[src/rtl/traffic_pkg.sv]
// Shared types for the traffic light controller:
// state encoding, lamp patterns and sequence helpers.
package traffic_pkg;

   typedef enum logic [2:0] {
      NS_G      = 3'd0,
      NS_Y      = 3'd1,
      RED_A     = 3'd2,
      EW_G      = 3'd3,
      EW_Y      = 3'd4,
      RED_B     = 3'd5,
      FLASH_ON  = 3'd6,
      FLASH_OFF = 3'd7
   } state_t;

   localparam logic [2:0] LAMP_R   = 3'b100;
   localparam logic [2:0] LAMP_Y   = 3'b010;
   localparam logic [2:0] LAMP_G   = 3'b001;
   localparam logic [2:0] LAMP_OFF = 3'b000;

   // Successor in the day-time rotation
   function automatic state_t next_normal(input state_t s);
      state_t n;
      case (s)
         NS_G:    n = NS_Y;
         NS_Y:    n = RED_A;
         RED_A:   n = EW_G;
         EW_G:    n = EW_Y;
         EW_Y:    n = RED_B;
         default: n = NS_G;
      endcase
      return n;
   endfunction

   function automatic logic is_flash(input state_t s);
      return (s == FLASH_ON) || (s == FLASH_OFF);
   endfunction

endpackage

[src/rtl/edge_tick.sv]
// Synchronizes a slow asynchronous level and emits
// a one-cycle pulse per rising edge.
module edge_tick (
   input  logic click,
   input  logic rst_n,
   input  logic level,
   output logic tick
);

   logic s1;
   logic s2;
   logic s3;

   // Two-flop synchronizer, delay flop and registered rise pulse
   always_ff @(posedge click) begin
      if (!rst_n) begin
         s1   <= 1'b0;
         s2   <= 1'b0;
         s3   <= 1'b0;
         tick <= 1'b0;
      end else begin
         s1   <= level;
         s2   <= s1;
         s3   <= s2;
         tick <= s2 & ~s3;
      end
   end

endmodule

[src/rtl/traffic_light_ctrl.sv]
// Two-direction traffic light sequencer driven by
// ticks derived from the divided slow clock.
module traffic_light_ctrl
   import traffic_pkg::*;
#(
   parameter int GREEN_T  = 10,
   parameter int YELLOW_T = 3,
   parameter int RED_T    = 1
) (
   input  logic       click,
   input  logic       rst_n,
   input  logic       slow_clk,
   input  logic       hold,
   input  logic       night,
   output logic       tick,
   output logic [2:0] ns_light,
   output logic [2:0] ew_light,
   output logic [7:0] remain
);

   localparam logic [7:0] G_LD = 8'(GREEN_T - 1);
   localparam logic [7:0] Y_LD = 8'(YELLOW_T - 1);
   localparam logic [7:0] R_LD = 8'(RED_T - 1);

   state_t     state;
   state_t     state_nx;
   logic [7:0] remain_nx;
   logic [2:0] ns_nx;
   logic [2:0] ew_nx;

   // Countdown value loaded on entry to a state
   function automatic logic [7:0] dur_ld(input state_t s);
      logic [7:0] d;
      case (s)
         NS_G, EW_G:   d = G_LD;
         NS_Y, EW_Y:   d = Y_LD;
         RED_A, RED_B: d = R_LD;
         default:      d = 8'd0;
      endcase
      return d;
   endfunction

   edge_tick u_edge (
      .click (click),
      .rst_n (rst_n),
      .level (slow_clk),
      .tick  (tick)
   );

   // Next state and countdown: hold beats night beats countdown
   always_comb begin
      state_nx  = state;
      remain_nx = remain;
      if (tick && !hold) begin
         if (night) begin
            remain_nx = 8'd0;
            state_nx  = (state == FLASH_ON) ? FLASH_OFF : FLASH_ON;
         end else if (is_flash(state)) begin
            state_nx  = RED_B;
            remain_nx = R_LD;
         end else if (remain != 8'd0) begin
            remain_nx = remain - 8'd1;
         end else begin
            state_nx  = next_normal(state);
            remain_nx = dur_ld(state_nx);
         end
      end
   end

   // Lamp decode of the upcoming state so lamps track state
   always_comb begin
      ns_nx = LAMP_R;
      ew_nx = LAMP_R;
      case (state_nx)
         NS_G:      ns_nx = LAMP_G;
         NS_Y:      ns_nx = LAMP_Y;
         EW_G:      ew_nx = LAMP_G;
         EW_Y:      ew_nx = LAMP_Y;
         FLASH_ON: begin
            ns_nx = LAMP_Y;
            ew_nx = LAMP_Y;
         end
         FLASH_OFF: begin
            ns_nx = LAMP_OFF;
            ew_nx = LAMP_OFF;
         end
         default: begin
            ns_nx = LAMP_R;
            ew_nx = LAMP_R;
         end
      endcase
   end

   // State, countdown and lamp registers
   always_ff @(posedge click) begin
      if (!rst_n) begin
         state    <= NS_G;
         remain   <= G_LD;
         ns_light <= LAMP_G;
         ew_light <= LAMP_R;
      end else begin
         state    <= state_nx;
         remain   <= remain_nx;
         ns_light <= ns_nx;
         ew_light <= ew_nx;
      end
   end

endmodule

[config.mk]
export PLATFORM = sky130hd
export DESIGN_NAME = traffic_light_ctrl
export DESIGN_NICKNAME = d
export VERILOG_FILES = /design/src/rtl/traffic_pkg.sv /design/src/rtl/edge_tick.sv /design/src/rtl/traffic_light_ctrl.sv
export SDC_FILE = /design/constraint.sdc
export NUM_CORES = 1
export LEC_CHECK = 0
export ABC_AREA = 1
export CELL_PAD_IN_SITES_DETAIL_PLACEMENT = 1
export CELL_PAD_IN_SITES_GLOBAL_PLACEMENT = 1
export CORE_AREA = 2 2 60 62
export CTS_CLUSTER_SIZE = 20
export DETAILED_ROUTE_END_ITERATION = 7
export DIE_AREA = 0 0 62 64
export HOLD_SLACK_MARGIN = 0.05
export MAX_ROUTING_LAYER = met4
export PLACE_DENSITY = 0.78
export REMOVE_ABC_BUFFERS = 1
export SLEW_MARGIN = 5
export SYNTH_ARGS = -nofsm -noshare
export SYNTH_HDL_FRONTEND = slang
export SYNTH_SLANG_ARGS = --single-unit
[constraint.sdc]
create_clock -name click -period 1.4 [get_ports click]
set_clock_uncertainty 0.1 [all_clocks]
set_input_delay 0.28 -clock click [delete_from_list [all_inputs] [get_ports click]]
set_output_delay 0.28 -clock click [all_outputs]
set_load 0.005 [all_outputs]
[Word-level counts from Yosys, hierarchy flattened]
Cells that the tools add are included.
Widths: inputs -> output; s select.
Cells by class
  add/subtract/negate cells: 1
  equality and inequality tests: 14
  multiplexer cells: 16
  bitwise operators: 2
  reduce and logical (&&, ||, !) cells: 11
Operator list (count)
  $mux 3: 8
  $mux 8: 3
  $eq 3x3->1 const B: 7
  $pmux 3 s3: 2
  $pmux 3 s5: 1
  $eq 3x2->1 const B: 4
  $eq 3x1->1 const B: 3
  $logic_not 3->1: 3
  $pmux 4 s2: 1
  $reduce_bool 8->1: 1
  $reduce_or 2->1: 4
  $sub 8x1->8 const B: 1
  $and 1x1->1: 1
  $logic_and 1x1->1: 1
  $logic_not 1->1: 1
  $logic_or 1x1->1: 1
  $mux 1: 1
  $not 1->1: 1
Storage, ports and cells
  bits in registers: 21
  output and inout port bits: 15

[Logic depth before layout (Yosys ltp)]
Gate-level depths: netlist of the first run.
  word-level depth: 13
  gate-level depth with buffers: 12
  mapped depth without buffers: 12

[Hierarchy]
From an unflattened synthesis of the first run, not the netlist that was laid out.
Unflattened totals
  cell total of the unflattened synthesis: 142
  area total of the unflattened synthesis: 993.5 µm²
Modules (own cells, without submodules)
  traffic_light_ctrl: instances 1, cells each 131, area each 884.6 µm², sequential area each 340.3 µm²
  edge_tick: instances 1, cells each 11, area each 108.9 µm², sequential area each 80.1 µm²

[Worst setup path before layout of the first run]
Ideal clock, no wire load.
  kind: reg2reg
  start: register remain[0]
  end: register ns_light[1]
  arrival time: 1305 ps
  data required time: 1190 ps
  slack: -115 ps
  stages on the path, launching flop included: 11
  path buffers: 0
  clock period less this slack: 1515 ps
  cell sequence: dfxtp_1 > inv_1 > ha_1 > nand2_1 > nor2_4 > nand2_1 > nand2_1 > o21bai_4 > nand2_2 > nand2_1 > nor2_1
On the way
  cells in the longest elaborated chain, start to end: 8
  elaborated cells between the ends (all ways): 11
Ends and longest elaborated chain
  start: declaration: line traffic_light_ctrl.sv:18  | output logic [7:0] remain
  start signal: assignment: line traffic_light_ctrl.sv:103  | remain <= remain_nx;
  $reduce_bool 8->1 (*): line traffic_light_ctrl.sv:61  | end else if (remain != 8'd0) begin
  $mux 3 (*): line traffic_light_ctrl.sv:61
  $mux 3 (*): line traffic_light_ctrl.sv:58  | end else if (is_flash(state)) begin
  $mux 3 (*): line traffic_light_ctrl.sv:55  | if (night) begin
  $mux 3 (*): line traffic_light_ctrl.sv:54  | if (tick && !hold) begin
  $eq 3x3->1 / $eq 3x1->1 (equally long branches): line traffic_light_ctrl.sv:74  | case (state_nx)
  $reduce_or 2->1 (no line)
  $pmux 3 s3 (*): line traffic_light_ctrl.sv:74
  end signal: assignment: line traffic_light_ctrl.sv:104  | ns_light <= ns_nx;
  end: declaration: line traffic_light_ctrl.sv:16  | output logic [2:0] ns_light,
Mark *: on every way between the ends. The rest lies on a longest branch, timed or not.
A chain may end at the register's enable or synchronous reset.

[Final worst setup path of the first run]
  start: register remain[1]
  end: register ns_light[1]
Same word-level chain as after synthesis.

==> impl_metrics.json, run 1 <==
{
  "grt_usage_pct": 16.3,
  "fin_ws_ps": -157,
  "ys_top_cells_by_count": "33 x nand2_1, 23 x inv_1, 23 x nor2_1",
  "antenna_found_initial": 0,
  "syn_to_final_growth_pct": 57.3,
  "r2r-start": "remain[1]$_SDFFE_PN0P_",
  "synth_cells": 146,
  "crit_path_end_kind": "flip-flop",
  "cts_root_buffer": "clkbuf_4",
  "drc": 0,
  "clock_latency_ps": 300,
  "wl_mm": 2.86,
  "synth_area_mm2": 0.00102,
  "holdPathStages": 1,
  "gp_congestion": 0.873,
  "num_vias": 1067,
  "yosysMostFrequentCell": "nand2_1",
  "port_buffers": 19,
  "async_reset_ff_share_pct": 0,
  "final_hold_viol_count": 0,
  "rows": 21,
  "path_class": "reg -> reg",
  "grt_pass1_wl_mm": 4.70,
  "min_to": "u_edge.tick$_SDFF_PN0_",
  "cts_made_buffers": 3,
  "drtIter0Drc": 20,
  "cts_num_sinks": 21,
  "clkTransAtPathRegs_ps": 120,
  "crit_required_ps": 1550,
  "violations": "negative setup slack",
  "ir_drop_mv": 0.347,
  "grt_pass1_vias": 1086,
  "rsz0062_at_grt": "yes",
  "vias_per_cell": 4.43,
  "r2r_end": "ns_light[1]$_SDFF_PN0_",
  "drt_pre_antenna_iters": 4,
  "period_minus_slack_ps": 1560,
  "worstPathArrival_ps": 1710,
  "layout-drive-gt1-share_pct": 45.1,
  "io_pins": 20,
  "whs_ps": 289,
  "finalCritPeriodShare_pct": 111,
  "tritoncts": "built",
  "avgSynthCellArea_um2": 7.00,
  "status": "finished, violations left",
  "diodes": 0,
  "max-slew-margin-rel_pct": 78.4,
  "fmax_mhz": 642,
  "grt_max_degree": 12,
  "r2r_slack_ps": -160,
  "die_y_um": 64,
  "hpwlAfterDp_mm": 2.21,
  "ys_ff_latch": 21,
  "p_leak_nw": 0.776,
  "die_area_mm2": 0.00397,
  "ctsHoldBuffers": 0,
  "initial_utilization_pct": 31.1,
  "routedWlPerCell_um": 11.9,
  "reg2regPathDepth": 12,
  "synthTopCellsByArea": "dfxtp_1 41%, nand2_1 12%, inv_1 8.4%",
  "yosysWarnings": 0,
  "synth.distinct_cells": 23,
  "placed_cell_area_mm2": 0.00143,
  "finalNetCount": 203,
  "hold_class": "reg -> reg",
  "gr-total-overflow": 0,
  "max-cap-violations": 0,
  "setup_viol": 15,
  "h-tree-depth": 1,
  "synth_edf_count": 0,
  "power_density_mw_per_mm2": 629,
  "hold_start": "u_edge.s3$_SDFF_PN0_",
  "start_kind": "flip-flop",
  "synthFlopType": "dfxtp_1",
  "antenna_left": 0,
  "design.core.area_mm2": 0.00328,
  "worst_slew_pin_slew_ps": 323,
  "stdcell_area_mm2": 0.00161,
  "worstPathMaxFanout": 6,
  "clockBufferDepth": 2,
  "slew_viol_final": 0,
  "fp.dieW_um": 62,
  "yosys.area.top_type_share_pct": 41.1,
  "synth_top_cell_by_area": "dfxtp_1",
  "synth-seq-area-share_pct": 41.1
}
==> per-stage QoR <==
| stage | instances | total power [mW] | utilization, % | TNS [ps] | setup slack, ps |
|---|---|---|---|---|---|
| after floorplan | 145 | 0.664 | - | -638 | -115 |
| after global placement | 232 | 0.718 | 43.5 | -4480 | -349 |
| after detailed placement | 232 | 0.721 | 43.5 | -5580 | -423 |
| after CTS | 239 | 1.02 | 47.3 | -1250 | -159 |
| after global routing | 241 | 1.06 | 49.0 | -3410 | -290 |
| final | 241 | 1.01 | 49.0 | -1520 | -157 |
==> how the worst max path moves through the flow <==
stage / start / end / cells past startpoint
2_1_floorplan: remain[0]$_SDFFE_PN1P_ / ns_light[1]$_SDFF_PN0_ / 10
3_3_place_gp: hold / remain[5]$_SDFFE_PN0P_ / 7
3_5_place_dp: hold / remain[7]$_SDFFE_PN0P_ / 8
4_1_cts: remain[3]$_SDFFE_PN1P_ / ns_light[1]$_SDFF_PN0_ / 11
5_1_grt: remain[0]$_SDFFE_PN1P_ / ns_light[1]$_SDFF_PN0_ / 11
6_report: remain[1]$_SDFFE_PN0P_ / ns_light[1]$_SDFF_PN0_ / 12
==> state kept, by name (all words and copies together) (netlist names) <==
name         flops
ew_light         3
ns_light         3
state            3
u_edge.tick      1
u_edge.s3        1
remain           8
u_edge.s2        1
u_edge.s1        1
==> metal layers <==
layer | track usage, % | wire length [µm]
met4 | 6.38 | 62
met2 | 28.5 | 1540
met5 | - | 0
met3 | 2.43 | 76
met1 | 17.7 | 1180
==> critical path, stage by stage (launching register included) <==
cell and delay (ps):
dfxtp_2 350, inv_2 70, ha_4 150, nand2_4 70, nor2_4 200, nand2_1 80
nand2_1 70, nand2_2 60, nand2_2 80, inv_2 60, nand2_1 80, nand2_1 60
nor2_1 70
==> cell usage in the layout, fill, tap and decap left out, drive strengths merged, types with 2 or more instances in the layout <==
master and count:
nand2 39, ha 2, dlygate4sd2 7, a21oi 4, inv 25, o21ai 8
clkdlybuf4s15 3, dfxtp 21, nor2 25, nand3 8, nor3 3, xor2 4
or2 2, clkdlybuf4s50 4, clkbuf 8, buf 28
==> power breakdown <==
group | internal, mW | total (mW) | switching [mW] | leakage (nW)
Sequential | 0.606 | 0.611 | 0.00470 | 0.173
Clock | 0.111 | 0.296 | 0.185 | 0.0150
Combinational | 0.0514 | 0.104 | 0.0529 | 0.588
==> timing repair <==
item	in CTS	in global routing
endpoints found under the setup margin	32	22
buffers inserted	3	4
pin swaps	13	9
gates resized for setup	57	24
==> logic make-up (layout without fill, tap and decap cells) <==
group / count (synthesis) / after routing / synth area share (%)
adder cells (fa/ha/maj): 2 / 2 / 2.45
flip-flops: 21 / 21 / 41.1
AND/OR/NAND/NOR: 78 / 78 / 34.2
buffers and inverters: 26 / 75 / 9.67
XOR/XNOR: 4 / 4 / 3.43
AO/OA/AOI/OAI: 15 / 15 / 9.18
==> layout make-up <==
type | instances | area [µm²]
inverter | 25 | 93.8
sequential | 21 | 434
multi-input combinational | 99 | 623
clock buffer | 4 | 26.3
fill | 432 | 1680
timing repair buffer | 46 | 373
tap | 46 | 57.6
Note: power is estimated with default switching activity, not from simulation.
==> run 2, diff against run 1 <==
--- a/config.mk
+++ b/config.mk
@@ -13,7 +13,6 @@
 export DETAILED_ROUTE_END_ITERATION = 7
 export DIE_AREA = 0 0 62 64
 export HOLD_SLACK_MARGIN = 0.05
-export MAX_ROUTING_LAYER = met4
 export PLACE_DENSITY = 0.78
 export REMOVE_ABC_BUFFERS = 1
 export SLEW_MARGIN = 5
==> impl_metrics.json, run 2 (synthesis gave the netlist of run 1 again) <==
{
  "path_class": "reg -> reg",
  "cts_root_buffer": "clkbuf_4",
  "setup_viol": 15,
  "final_cell_mix": "25 x buf_4, 21 x nand2_1, 20 x inv_1, 18 x nor2_1, 16 x nand2_2",
  "grt_max_degree": 12,
  "port_buffers": 19,
  "grt_use_met1_pct": 17.5,
  "h-tree-depth": 1,
  "violations": "negative setup slack",
  "finalCritPeriodShare_pct": 111,
  "holdPathStages": 1,
  "tritoncts": "built",
  "ir_drop_mv": 0.347,
  "grt_pass1_wl_mm": 4.71,
  "p_leak_nw": 0.776,
  "initial_utilization_pct": 31.1,
  "fp.dieW_um": 62,
  "wl_mm": 2.86,
  "antenna_found_initial": 0,
  "status": "finished, violations left",
  "crit_required_ps": 1550,
  "fin_ws_ps": -157,
  "fmax_mhz": 642,
  "worstPathMaxFanout": 6,
  "p_clk_share_pct": 29.2,
  "worstPathArrival_ps": 1710,
  "num_vias": 1068,
  "max-slew-margin-rel_pct": 78.4,
  "hpwlAfterDp_mm": 2.21,
  "largest_reg_flops": 8,
  "max-cap-violations": 0,
  "rows": 21,
  "mostFrequentLayoutCell": "buf_4",
  "reg2regPathDepth": 12,
  "grt_usage_pct": 15.8,
  "syn_to_final_growth_pct": 57.3,
  "final_hold_viol_count": 0,
  "comb_power_share_pct": 10.3,
  "power_frac_seq_pct": 60.4,
  "cts_made_buffers": 3,
  "setup-tns-final_ps": -1530,
  "regMostFlops": "remain",
  "worst_path_most_repeated_cell": "nand2_1",
  "p_int_mw": 0.769,
  "power_density_mw_per_mm2": 629,
  "swShare_pct": 24.0,
  "die_area_mm2": 0.00397,
  "clock_latency_ps": 300,
  "vias_per_cell": 4.43,
  "placed_cells": 232,
  "drtIter0Drc": 23,
  "grt_use_met3_pct": 2.63,
  "r2r_slack_ps": -160,
  "p_sw_mw": 0.242,
  "hold_class": "reg -> reg",
  "drc": 0,
  "routedWlPerCell_um": 11.9,
  "design.core.area_mm2": 0.00328,
  "top_usage_layer": "met2",
  "cts_num_sinks": 21,
  "period_minus_slack_ps": 1560,
  "max_stage_delay_ps": 350,
  "layout.cells.non_filler": 241,
  "worst_slew_pin_slew_ps": 323,
  "path_cells": "inv_2 > ha_4 > nand2_4 > nor2_4 > nand2_1 > nand2_1 > nand2_2 > nand2_2 > inv_2 > nand2_1 > nand2_1 > nor2_1",
  "slew_viol_final": 0,
  "layout-drive-gt1-share_pct": 45.1,
  "clockBufferDepth": 2,
  "grt_pass1_vias": 1085,
  "drt_pre_antenna_iters": 4,
  "clkTransAtPathRegs_ps": 120,
  "gr-total-overflow": 0,
  "gp_congestion": 0.859,
  "die_y_um": 64,
  "antenna_left": 0,
  "ctsHoldBuffers": 0,
  "io_pins": 20,
  "crit_path_end_kind": "flip-flop",
  "diodes": 0,
  "rsz0062_at_grt": "yes",
  "cp_slowest_cell": "dfxtp_2",
  "finalNetCount": 203,
  "start_kind": "flip-flop",
  "grtUsageMet2_pct": 28.5
}
## run 2: cell counts in the layout (fill, tap and decap cells not counted)
No cell type changed its count.
## run 2: power by group through the flow
stage	sequential (mW)	clock, mW	combinational [mW]
after floorplan	0.627	0	0.0374
after global placement	0.626	0	0.0915
after detailed placement	0.627	0	0.0943
after CTS	0.611	0.305	0.0992
after global routing	0.613	0.328	0.116
final	0.611	0.296	0.104
## run 2: routing by layer
metal / up-vias / routed length (µm) / share of wire [%]
met5: - / 0 / 0
met4: 0 / 62 / 2.2
li1: 545 / - / -
met1: 499 / 1170 / 41
met2: 18 / 1550 / 54
met3: 6 / 83 / 2.9
## run 2: path summary, 6_finish.rpt
check | startpoint | to
min reg2reg | u_edge.s3$_SDFF_PN0_ | u_edge.tick$_SDFF_PN0_
max | remain[1]$_SDFFE_PN0P_ | ns_light[1]$_SDFF_PN0_
max reg2reg | remain[1]$_SDFFE_PN0P_ | ns_light[1]$_SDFF_PN0_
min | u_edge.s3$_SDFF_PN0_ | u_edge.tick$_SDFF_PN0_
## run 2: repair_timing
action / CTS / global route
pin swaps: 13 / 9
resized for setup: 57 / 24
endpoints found under the setup margin: 32 / 22
setup buffers: 3 / 4
## run 2: through the flow
step                cell area (µm²)  power (mW)  utilization, %  setup slack [ps]  hold WS, ps
floorplan                      1020       0.664               -              -115          265
global placement               1430       0.718            43.5              -349          274
detailed placement             1430       0.721            43.5              -423          283
CTS                            1550        1.02            47.3              -159          293
global route                   1610        1.06            49.0              -290          316
finish                         1610        1.01            49.0              -157          294
## run 2: worst max-delay path: cells and delay by family (launching register included)
family	cells	cell delay, ps
and+or+nand+nor	9	780
DFF	1	350
adders and majority gates	1	150
buffers and inverters	2	130
## run 2: cell type report
type,count,area [µm²]
clock buffer,4,26.3
fill,432,1680
inverter,25,93.8
multi-input combinational,99,623
sequential,21,434
tap,46,57.6
timing repair buffer,46,373
